==> src/rtl/io_unit.sv <==
// io_unit: switch/key IN port plus seven-segment and LCD OUT port for an instruction stream.
// Latency: IN result, digit writes and LCD writes land 1 cycle after acceptance; decimal display (addr 31) holds ready low 33 cycles.
// Backpressure: ready=0 while a decimal conversion runs; valid seen with ready=0 is dropped, never queued.
// Optional feature macro: IO_UNIT_DEBOUNCE_EN (per-key stable-count debouncing).
module io_unit #(
  parameter int NUM_SW     = 18,
  parameter int NUM_KEY    = 4,
  parameter int NUM_HEX    = 8,
  parameter int DEB_CYCLES = 4
) (
  input  logic                 clock,
  input  logic                 reset_n,
  input  logic [5:0]           opcode,
  input  logic [4:0]           address,
  input  logic [31:0]          data,
  input  logic                 valid,
  output logic                 ready,
  input  logic [NUM_SW-1:0]    sw,
  input  logic [NUM_KEY-1:0]   key,
  output logic [31:0]          in_data,
  output logic                 in_valid,
  output logic [7*NUM_HEX-1:0] hex,
  output logic [31:0]          lcd_data,
  output logic                 lcd_line,
  output logic                 lcd_we
);

  localparam logic [5:0] OP_IN     = 6'b011011;
  localparam logic [5:0] OP_OUT    = 6'b011100;
  localparam logic [6:0] SEG_BLANK = 7'b1111111;
  localparam logic [6:0] SEG_DASH  = 7'b1111110;

  typedef enum logic [1:0] {S_IDLE, S_CONVERT, S_WRITE} state_t;

  state_t state, state_nxt;

  // Active-low segment pattern, bit0 = segment g; anything above 9 is blank.
  function automatic logic [6:0] seg_code(input logic [31:0] v);
    logic [6:0] s;
    case (v)
      32'd0:   s = 7'b0000001;
      32'd1:   s = 7'b1001111;
      32'd2:   s = 7'b0010010;
      32'd3:   s = 7'b0000110;
      32'd4:   s = 7'b1001100;
      32'd5:   s = 7'b0100100;
      32'd6:   s = 7'b0100000;
      32'd7:   s = 7'b0001111;
      32'd8:   s = 7'b0000000;
      32'd9:   s = 7'b0001100;
      default: s = SEG_BLANK;
    endcase
    return s;
  endfunction

  logic [NUM_SW-1:0]  sw_s1, sw_s2;
  logic [NUM_KEY-1:0] key_s1, key_s2;
  logic [NUM_KEY-1:0] key_pressed;

  // Two-flop synchronisers for the asynchronous switch and key pins.
  always_ff @(posedge clock or negedge reset_n) begin
    if (!reset_n) begin
      sw_s1  <= '0;
      sw_s2  <= '0;
      key_s1 <= '0;
      key_s2 <= '0;
    end else begin
      sw_s1  <= sw;
      sw_s2  <= sw_s1;
      key_s1 <= key;
      key_s2 <= key_s1;
    end
  end

`ifdef IO_UNIT_DEBOUNCE_EN
  localparam int CW = (DEB_CYCLES > 2) ? $clog2(DEB_CYCLES) : 1;
  logic [CW-1:0] deb_cnt [NUM_KEY];

  // Pressed state flips only after the synchronised key disagrees with it for DEB_CYCLES straight cycles.
  always_ff @(posedge clock or negedge reset_n) begin
    if (!reset_n) begin
      key_pressed <= '0;
      for (int i = 0; i < NUM_KEY; i++) deb_cnt[i] <= '0;
    end else begin
      for (int i = 0; i < NUM_KEY; i++) begin
        // key is active-low, so "disagrees" means the raw level equals the pressed flag.
        if (key_s2[i] == key_pressed[i]) begin
          if (deb_cnt[i] == CW'(DEB_CYCLES - 1)) begin
            key_pressed[i] <= ~key_pressed[i];
            deb_cnt[i]     <= '0;
          end else begin
            deb_cnt[i] <= deb_cnt[i] + 1'b1;
          end
        end else begin
          deb_cnt[i] <= '0;
        end
      end
    end
  end
`else
  assign key_pressed = ~key_s2;
`endif

  logic accept, do_in, do_out;
  assign ready  = (state == S_IDLE);
  assign accept = valid && ready;
  assign do_in  = accept && (opcode == OP_IN);
  assign do_out = accept && (opcode == OP_OUT);

  logic in_bit;

  // IN address map: switches first, then keys, everything else reads 0.
  always_comb begin
    in_bit = 1'b0;
    for (int i = 0; i < NUM_SW; i++)
      if (address == 5'(i)) in_bit = sw_s2[i];
    for (int i = 0; i < NUM_KEY; i++)
      if (address == 5'(NUM_SW + i)) in_bit = key_pressed[i];
  end

  logic [31:0] bin_q;
  logic [39:0] bcd_q;
  logic [4:0]  cnt_q;
  logic [39:0] bcd_adj;
  logic [71:0] dd_next;

  // Double-dabble add-3 correction on every BCD digit before the shift.
  always_comb begin
    bcd_adj = bcd_q;
    for (int d = 0; d < 10; d++)
      if (bcd_q[4*d +: 4] >= 4'd5) bcd_adj[4*d +: 4] = bcd_q[4*d +: 4] + 4'd3;
  end

  assign dd_next = {bcd_adj, bin_q} << 1;

  logic                 overflow;
  logic                 shown;
  logic [7*NUM_HEX-1:0] dec_hex;

  // Decimal display image: dashes on overflow, otherwise digits with leading zeros blanked.
  always_comb begin
    overflow = 1'b0;
    for (int d = NUM_HEX; d < 10; d++)
      if (bcd_q[4*d +: 4] != 4'd0) overflow = 1'b1;
    shown   = 1'b0;
    dec_hex = '0;
    // Scan from the top digit down; once the first nonzero (or digit 0) is hit, all lower digits show.
    for (int d = NUM_HEX - 1; d >= 0; d--) begin
      if ((bcd_q[4*d +: 4] != 4'd0) || (d == 0)) shown = 1'b1;
      if (overflow)   dec_hex[7*d +: 7] = SEG_DASH;
      else if (shown) dec_hex[7*d +: 7] = seg_code({28'd0, bcd_q[4*d +: 4]});
      else            dec_hex[7*d +: 7] = SEG_BLANK;
    end
  end

  // FSM state register.
  always_ff @(posedge clock or negedge reset_n) begin
    if (!reset_n) state <= S_IDLE;
    else          state <= state_nxt;
  end

  // FSM next state: a decimal request runs 32 shift steps then one display write.
  always_comb begin
    state_nxt = state;
    case (state)
      S_IDLE:    if (do_out && (address == 5'd31)) state_nxt = S_CONVERT;
      S_CONVERT: if (cnt_q == 5'd31) state_nxt = S_WRITE;
      S_WRITE:   state_nxt = S_IDLE;
      default:   state_nxt = S_IDLE;
    endcase
  end

  // Request datapath: IN result, digit/LCD writes, and the conversion shift register.
  always_ff @(posedge clock or negedge reset_n) begin
    if (!reset_n) begin
      in_data  <= '0;
      in_valid <= 1'b0;
      hex      <= {NUM_HEX{SEG_BLANK}};
      lcd_data <= '0;
      lcd_line <= 1'b0;
      lcd_we   <= 1'b0;
      bin_q    <= '0;
      bcd_q    <= '0;
      cnt_q    <= '0;
    end else begin
      in_valid <= do_in;
      lcd_we   <= 1'b0;
      if (do_in) in_data <= {31'd0, in_bit};
      if (do_out) begin
        for (int i = 0; i < NUM_HEX; i++)
          if (address == 5'(i)) hex[7*i +: 7] <= seg_code(data);
        if ((address == 5'd8) || (address == 5'd9)) begin
          lcd_data <= data;
          lcd_line <= address[0];
          lcd_we   <= 1'b1;
        end
        if (address == 5'd31) begin
          bin_q <= data;
          bcd_q <= '0;
          cnt_q <= '0;
        end
      end
      if (state == S_CONVERT) begin
        bcd_q <= dd_next[71:32];
        bin_q <= dd_next[31:0];
        cnt_q <= cnt_q + 5'd1;
      end
      if (state == S_WRITE) hex <= dec_hex;
    end
  end

endmodule

==> config.mk <==
export PLATFORM = sky130hd
export DESIGN_NAME = io_unit
export DESIGN_NICKNAME = d
export VERILOG_FILES = /design/src/rtl/io_unit.sv
export SDC_FILE = /design/constraint.sdc
export NUM_CORES = 1
export LEC_CHECK = 0
export CAP_MARGIN = 15
export CORE_UTILIZATION = 50
export CTS_BUF_LIST = sky130_fd_sc_hd__clkbuf_2 sky130_fd_sc_hd__clkbuf_4 sky130_fd_sc_hd__clkbuf_8
export DETAILED_ROUTE_END_ITERATION = 10
export PLACE_DENSITY = 0.89
export SYNTH_ARGS = -nofsm -noshare
export SYNTH_HDL_FRONTEND = slang
export SYNTH_SLANG_ARGS = --single-unit
==> constraint.sdc <==
create_clock -name clock -period 2 [get_ports clock]
set_input_delay 0.4 -clock clock [delete_from_list [all_inputs] [get_ports clock]]
set_output_delay 0.4 -clock clock [all_outputs]
set_load 0.02 [all_outputs]
# Word level (Yosys, flattened, before mapping)
# Memory sizes are Yosys's and may differ from the RTL's.
# Cells that the tools add are included.
[totals]
regBits = 215
romBits = 1792
in_bits = 68
out_inout_bits = 124
word_cells = 215
mem_count = 16
[op_classes]
n_addsub = 11
order_cmp = 10
n_eq_ne = 29
n_mux = 88
n_bitwise = 1
n_reduce_logical = 39
[mem_list]
columns = ["name", "words", "word_bits", "read_ports", "rd_clocked_by_memory_dff", "wr", "line_no", "text"]
rows = [
  ["(no name shown)", 16, 7, 1, 0, 0, "40", "case (v)"],
  ["(no name shown)", 16, 7, 1, 0, 0, "40", ""],
  ["(no name shown)", 16, 7, 1, 0, 0, "40", ""],
  ["(no name shown)", 16, 7, 1, 0, 0, "40", ""],
  ["(no name shown)", 16, 7, 1, 0, 0, "40", ""],
  ["(no name shown)", 16, 7, 1, 0, 0, "40", ""],
  ["+10 memories", "-", "-", "-", "-", "-", "-", ""],
]
[op_table]
columns = ["op", "count"]
rows = [
  ["2-to-1 mux 7 bit", 31],
  ["2-to-1 mux 40 bit", 3],
  ["2-to-1 mux 56 bit", 2],
  ["2-to-1 mux 32 bit", 3],
  ["equality test 5 x 4 -> 1 bit (second input constant)", 8],
  ["equality test 5 bit (second input constant)", 8],
  ["greater-or-equal comparator 4 x 3 -> 1 bit (second input constant)", 10],
  ["adder 4 x 2 -> 4 bit (second input constant)", 9],
  ["2-to-1 mux 4 bit", 9],
  ["nonzero test 4 bit", 9],
  ["2-to-1 mux 1 bit", 33],
  ["logical NOT 28 bit", 1],
  ["AND reduction 2 bit", 11],
  ["nonzero test 2 bit", 11],
  ["equality test 5 x 3 -> 1 bit (second input constant)", 4],
  ["2-to-1 mux 5 bit", 3],
  ["equality test 6 x 5 -> 1 bit (second input constant)", 2],
  ["equality test 5 x 2 -> 1 bit (second input constant)", 2],
  ["adder 5 x 1 -> 5 bit (second input constant)", 1],
  ["equality test 5 x 1 -> 1 bit (second input constant)", 1],
  ["logical NOT 5 bit", 1],
  ["logical AND 1 bit", 4],
  ["2-to-1 mux 2 bit", 2],
  ["NOT 4 bit", 1],
  ["9 further kinds", 9],
]

# Longest topological paths before layout
# Gate-level depths: netlist of the first run.
[depth]
word_depth = 23
mapped_depth = 8
mapped_depth_nobuf = 7

# Worst setup path before layout of the first run
# No wires, ideal clock.
[synth_timing]
path_type = "input port to flip-flop"
start = "input opcode[1]"
end = "register hex[32]"
arrival_ns = 2.046
required_ns = 1.907
path_slack_ns = -0.139
stages = 7
path_buffers = 2
path_cell_list = "or3b_4 or3_1 buf_2 or4_1 buf_2 nor2_1 o22ai_1"
[synth_via]
elab_chain_len = 4
[synth_lines]
columns = ["item", "line_no", "text"]
rows = [
  ["start, declared", "13", "input logic [5:0] opcode,"],
  ["equality test 6 x 5 -> 1 bit", "108", "assign do_out = accept && (opcode == OP_OUT);"],
  ["logical AND 1 bit", "108", ""],
  ["nonzero test 2 bit (no source line)", "-", ""],
  ["AND reduction 2 bit (no source line)", "-", ""],
  ["end signal, assigned", "178", "hex <= {NUM_HEX{SEG_BLANK}};"],
  ["end signal, assigned by index", "191", "if (address == 5'(i)) hex[7*i +: 7] <= seg_code(data);"],
  ["end signal, assigned", "208", "if (state == S_WRITE) hex <= dec_hex;"],
  ["end, declared", "22", "output logic [7*NUM_HEX-1:0] hex,"],
]
# Every way passes these cells.
# A chain may end at the register's enable or synchronous reset.

# Worst setup path after layout of the first run
[layout_timing]
start = "register bcd_q[37]"
end = "register hex[13]"
[layout_via]
elab_chain_len = 4
[layout_lines]
columns = ["item", "line_no", "text"]
rows = [
  ["start, declared", "122", "logic [39:0] bcd_q;"],
  ["start signal, assigned", "204", "bcd_q <= dd_next[71:32];"],
  ["nonzero test 4 bit", "144", "if (bcd_q[4*d +: 4] != 4'd0) overflow = 1'b1;"],
  ["2-to-1 mux 1 bit", "144", ""],
  ["2-to-1 mux 7 bit", "150", "if (overflow) dec_hex[7*d +: 7] = SEG_DASH;"],
  ["2-to-1 mux 56 bit", "208", ""],
]
# Every way passes these cells.

==> results of run 1 <==
==> synthesized netlist by cell type (4+ instances only) <==
cell type  number  area share
or3_1           5      0.0027
xnor2_1        14       0.011
clkbuf_1       60       0.019
mux2_2         30       0.029
dfrtp_1       159        0.34
a211oi_1       17       0.011
mux2i_1        62       0.054
buf_4          32       0.021
nor3_1         14      0.0060
a21oi_1        67       0.029
o21ai_0       104       0.045
o22ai_1        42       0.023
inv_1          38       0.012
nand3_1        25       0.011
buf_2           8      0.0035
ha_1           52       0.056
nor3b_1        13      0.0084
nor2b_1        17      0.0092
o31ai_1        15      0.0097
nor4_1         11      0.0059
a21o_1          7      0.0045
nand2b_1       29       0.016
o211ai_1       11      0.0071
o21ai_1        21      0.0091
a31oi_1         9      0.0049
nand2_1       124       0.040
dfstp_2        56        0.13
a22oi_1         4      0.0026
and3_1          7      0.0038
nor2_1         80       0.026
==> per-layer routing <==
metal	wire length (um)	GRT usage	share of wire	up-vias
met3	2707	0.06248	0.078	135
met5	0	0	0	-
li1	-	-	-	4825
met2	16880	0.4857	0.49	537
met1	13300	0.3384	0.38	5143
met4	1705	0.1537	0.049	0
==> registers in the layout (all words and copies together), names as in the netlist <==
register,cells
cnt_q,5
state,2
hex,56
bin_q,32
lcd_data,32
lcd_we,1
in_data,1
bcd_q,40
key_s2,4
sw_s1,18
sw_s2,18
in_valid,1
lcd_line,1
key_s1,4
==> worst max-delay path, stage by stage, from the launching register on <==
cell and delay (ns):
dfrtp_1 0.39, inv_2 0.09, ha_4 0.14, or4b_4 0.50
or3_4 0.37, o221ai_2 0.13, a31oi_1 0.06, a211o_1 0.24
==> worst max-delay path by stage <==
stage	slack (ns)	start	to	cells past startpoint
2_1_floorplan	-0.14	opcode[1]	hex[32]	7
6_report	-0.01	bcd_q[37]	hex[13]	7
4_1_cts	-0.03	bcd_q[37]	hex[13]	7
5_1_grt	-0.08	bcd_q[37]	hex[16]	9
3_3_place_gp	-0.70	opcode[2]	hex[32]	6
3_5_place_dp	-0.75	opcode[2]	bin_q[28]	8
==> power by group through the flow <==
stage / sequential [mW] / clock [mW] / combinational [mW]
after global placement: 5.11 / 0 / 2.78
final: 5.11 / 4.57 / 3.13
after detailed placement: 5.14 / 0 / 2.91
after global routing: 5.16 / 4.82 / 3.42
after floorplan: 5.07 / 0 / 1.91
after CTS: 5.08 / 4.62 / 2.99
==> final cells by class <==
class,count,share of cell area
clock buffers,57,0.04619
clock inverters,9,0.007936
inverters,38,0.009047
multi-input cells,870,0.3677
flip-flops and latches,215,0.3457
well taps,285,0.02262
repair buffers,350,0.2009
==> metrics by stage <==
stage               power (mW)  setup slack [ns]  instance area, um2  utilization
finish                   12.81         -0.009748               15770       0.6943
detailed placement       8.051           -0.7505               14590       0.6425
global placement         7.893           -0.6989               14590       0.6425
floorplan                6.980           -0.1389               11730            -
global route             13.40          -0.07846               15770       0.6943
CTS                      12.70          -0.02779               15550       0.6850
==> repair_timing <==
item / 4_1_cts / 5_1_grt
gates resized for setup: 91 / 43
gates cloned: 3 / 1
hold buffers: 1 / 0
endpoints found under the setup margin: 177 / 70
buffers inserted: 7 / 7
pin swaps: 12 / 9
hold endpoints to repair: 32 / 0
==> cell families (layout without fill, tap and decap cells) <==
family                     after synthesis  after routing  synth area share
xor gates and xnor gates                16             16           0.01208
muxes                                   94             94           0.08554
DFF                                    215            215            0.4699
buffers and inverters                  144            454           0.05976
and+or+nand+nor                        347            347            0.1460
adders and majority gates               52             52           0.05609
other                                    1             31         0.0003233
AOI/OAI and AO/OA                      330            330            0.1703
==> impl_metrics.ini, run 1 <==
[routing]
wirelength_um = 34600
vias = 10640
avgRoutedWirePerCell_um = 18.97
drc_errors = 0
drtPass1Iterations = 5
drt_iter0_drc = 787
routed_via_density = 5.833
antenna_left = 0

[final_layout]
instances_no_fill = 1824
fill_cells = 1561
fin_nets = 1633
drive_above_1_share = 0.2599
diodes = 0
synthToLayoutAreaGrowth_pct = 35.93
seq_area_mm2 = 0.005450
final_cell_mix = buf_4 (170), dfrtp_1 (159), nand2_1 (123), clkdlybuf4s50_1 (98), o21ai_0 (91)
final_common_cell = buf_4
multi_input_area_mm2 = 0.005797

[power]
p_comb_frac = 0.244
p_switching_mw = 3.980
p_clk_frac = 0.357
powerDensity_mw_per_mm2 = 812.3
power.leakage_nw = 7.051
seqPwrFrac = 0.399
p_int_mw = 8.827
p_sw_frac = 0.3108
ir_worst_vdd_mv = 0.5238

[worst_hold_path]
holdPathStages = 1
min_path_type = in2reg
hp-start = sw[1]
holdPathEnd = sw_s1[1]

[timing]
worstMarginPinSlew_ns = 0.5134
rsz0062_at_grt = true
finClkSkew_ns = 0.02328
fin_ws_ns = -0.009748
fin_setup_tns_ns = -0.01461
finalSetupViolations = 3
fin_crit_sh = 1.005
clock.fmax_mhz = 497.6
slew_violations = 0
hold_slack_ns = 0.3018
fin_crit_ns = 2.010
finalHoldViolCount = 0
slew_headroom = 0.6577

[setup_path]
crit_path_end_kind = flop
critPathArrivalTime_ns = 2.46
r2r-end = hex[13]
crit_fanout = 3
crit_path_start_kind = flop
required_ns = 2.45
worstSetupPathType = reg2reg
worstRegToRegCells = 7
rrSetupSlack_ns = -0.01
r2r-start = bcd_q[37]

[logic_synthesis]
yosysUniqueCellTypes = 72
synth_warnings = 0
synth_edf_count = 0
yosys_most_used_dff = dfrtp_1
synthArstFlopShare = 1.000
syn_avg_cell_area_um2 = 9.674
ys_ff_latch = 215
synthCells = 1199
syn_area_mm2 = 0.01160
synth-seq-area-share = 0.4699

[grt]
track_usage = 0.2855
antenna_found_initial = 0
grt_pass1_vias = 10550
grt-ovfl-total = 0
grt_pass1_wl_um = 53960
grt_max_degree = 68

[clocking]
cts_max_level = 2
cts_tree = done
cts.root.buffer_cell = clkbuf_8
clock_latency_ns = 0.54
clockBufferDepth = 3
cts_buffers = 38
clk_pin_slew_ns = 0.07
cts_sinks = 215

[placement]
hpwl_um = 23670
gp_congestion = 0.9756
placedCellCount = 1740
io_buffers = 160

[floorplanning]
initial_utilization = 0.5107
die_height_um = 154.3
die-area_mm2 = 0.02381
core_area_mm2 = 0.02271
ios = 192
chipWidth_um = 154.3
placementRows = 55

[flow_run]
drv_cap = 0

[run_status]
violations = setup timing
status = finished with violations
Power figures use the tool's default switching activity.
==> run 2, diff against run 1 <==
==> config.mk (replaced) <==
export PLATFORM = sky130hd
export DESIGN_NAME = io_unit
export DESIGN_NICKNAME = d
export VERILOG_FILES = /design/src/rtl/io_unit.sv
export SDC_FILE = /design/constraint.sdc
export NUM_CORES = 1
export LEC_CHECK = 0
export CAP_MARGIN = 10
export CORE_UTILIZATION = 49
export CTS_BUF_LIST = sky130_fd_sc_hd__clkbuf_4 sky130_fd_sc_hd__clkbuf_8 sky130_fd_sc_hd__clkbuf_16
export CTS_CLUSTER_SIZE = 28
export DETAILED_ROUTE_END_ITERATION = 10
export PLACE_DENSITY = 0.87
export SYNTH_ARGS = -nofsm -noshare
export SYNTH_HDL_FRONTEND = slang
export SYNTH_SLANG_ARGS = --single-unit
==> impl_metrics.ini, run 2 (synthesized netlist as in run 1, its figures left out) <==
[final_layout]
diodes = 0
reg.largest.list = hex (56), bcd_q (40)
synthToLayoutAreaGrowth_pct = 38.35
utilization = 0.7002
instances_no_fill = 1831
drive_above_1_share = 0.2661
final_area_mm2 = 0.01605
fin_nets = 1621
final_common_cell = buf_4
largest_reg_flops = 56
final_cell_mix = buf_4 (162), dfrtp_1 (159), nand2_1 (122), clkdlybuf4s50_1 (98), nor2_1 (74)
top_register = hex
fill_cells = 1581

[clocking]
clk_pin_slew_ns = 0.07
cts_buffers = 24
cts_tree = done
cts_sinks = 215
clockBufferDepth = 3
clock_latency_ns = 0.52
cts.root.buffer_cell = clkbuf_16
cts_max_level = 1

[floorplanning]
initial_utilization = 0.5061
chipWidth_um = 155.9
core_area_mm2 = 0.02292
ios = 192
die_height_um = 155.9
placementRows = 55
die-area_mm2 = 0.02429

[routing]
routed_via_density = 5.730
vias = 10490
avgRoutedWirePerCell_um = 18.82
wirelength_um = 34460
drt_iter0_drc = 929
drc_errors = 0
antenna_left = 0
drtPass1Iterations = 6

[setup_path]
required_ns = 2.45
cp-startpoint = bcd_q[36]
r2r-start = bcd_q[36]
max_stage_delay_ns = 0.48
crit_top_cell = buf_6
critPathArrivalTime_ns = 2.54
crit_fanout = 6
crit_path_end_kind = flop
cp_cell_sequence = inv_2, ha_4, or4b_4, buf_6, nor3_4, buf_6, nand3_2, a31o_2, o211ai_1
worstSetupPathType = reg2reg
crit_path_start_kind = flop
cpMaxStageDelayCell = or4b_4

[power]
p_int_mw = 8.882
p_comb_frac = 0.250
ir_worst_vdd_mv = 0.5563
p_sw_frac = 0.3073
p_clk_frac = 0.353
seqPwrFrac = 0.397
powerDensity_mw_per_mm2 = 799.1
p_switching_mw = 3.941
power.leakage_nw = 7.077

[timing]
fin_ws_ns = -0.09308
finClkSkew_ns = 0.01598
finalHoldViolCount = 0
slew_violations = 0
rsz0062_at_grt = true
fin_crit_ns = 2.093
clock.fmax_mhz = 477.8
finalSetupViolations = 62
fin_crit_sh = 1.047

[placement]
placed_cell_area_mm2 = 0.01460
dp_slack_ns = -0.7910
gp_congestion = 0.9095
hpwl_um = 23190
placedCellCount = 1768
io_buffers = 160

[grt]
track_usage = 0.2796
grt-ovfl-total = 0
grt_pass1_wl_um = 53740
grt_max_degree = 71
antenna_found_initial = 1
grt_pass1_vias = 10240

[run_status]
violations = setup timing
status = finished with violations

[flow_run]
drv_cap = 0

[worst_hold_path]
hp-start = data[0]
min_path_type = in2reg
## run 2: per-stage QoR
step                      setup TNS (ns)  total power, mW  hold WS, ns
after detailed placement          -93.32            8.046       0.3347
after global placement            -86.25            7.922       0.3326
after CTS                        -0.3124            12.65       0.3050
final                             -1.821            12.82       0.3102
after floorplan                   -3.868            6.980       0.1044
after global routing              -5.684            13.39       0.3040
## run 2: what timing repair did
action	CTS	global route
endpoints found under the setup margin	187	76
hold buffers	1	0
gates resized for setup	120	95
pin swaps	12	24
cloned	4	2
hold endpoints to repair	9	0
buffers inserted	7	9
## run 2: worst paths after layout
kind,cells after the start,slack [ns],to
max,9,-0.09,hex[7]
min,3,0.31,bin_q[0]
max reg2reg,9,-0.09,hex[7]
min reg2reg,0,0.34,sw_s2[9]
max in group asynchronous,3,0.88,sw_s2[12]
min in group asynchronous,2,0.44,bcd_q[31]
## run 2: layer usage
| layer | part of all wire | track usage | vias to the layer above |
|---|---|---|---|
| met2 | 0.49 | 0.4743 | 482 |
| met4 | 0.041 | 0.1148 | 2 |
| li1 | - | - | 4794 |
| met1 | 0.39 | 0.3551 | 5114 |
| met5 | 0.00038 | 0 | - |
| met3 | 0.072 | 0.04528 | 99 |
## run 2: critical path, delay by kind of cell, from the launching register on
kind	cells	cell delay [ns]
and+or+nand+nor	3	0.74
DFF	1	0.40
AOI/OAI and AO/OA	2	0.30
adders and majority gates	1	0.14
buffers and inverters	3	0.44
## run 2: final cells by class
cell class	instances	area [um2]	share of cell area
repair buffers	352	3247	0.2023
multi-input cells	870	6002	0.3740
well taps	313	391.6	0.02441
clock buffers	38	760.7	0.04741
flip-flops and latches	215	5450	0.3397
inverters	38	142.6	0.008889
clock inverters	5	52.55	0.003275
## run 2: power by group through the flow
stage                     logic, mW  registers (mW)  clock network (mW)
after floorplan                1.91            5.07                   0
after global placement         2.83            5.09                   0
after detailed placement       2.94            5.11                   0
after CTS                      3.02            5.05                4.57
after global routing           3.50            5.13                4.75
final                          3.21            5.09                4.53
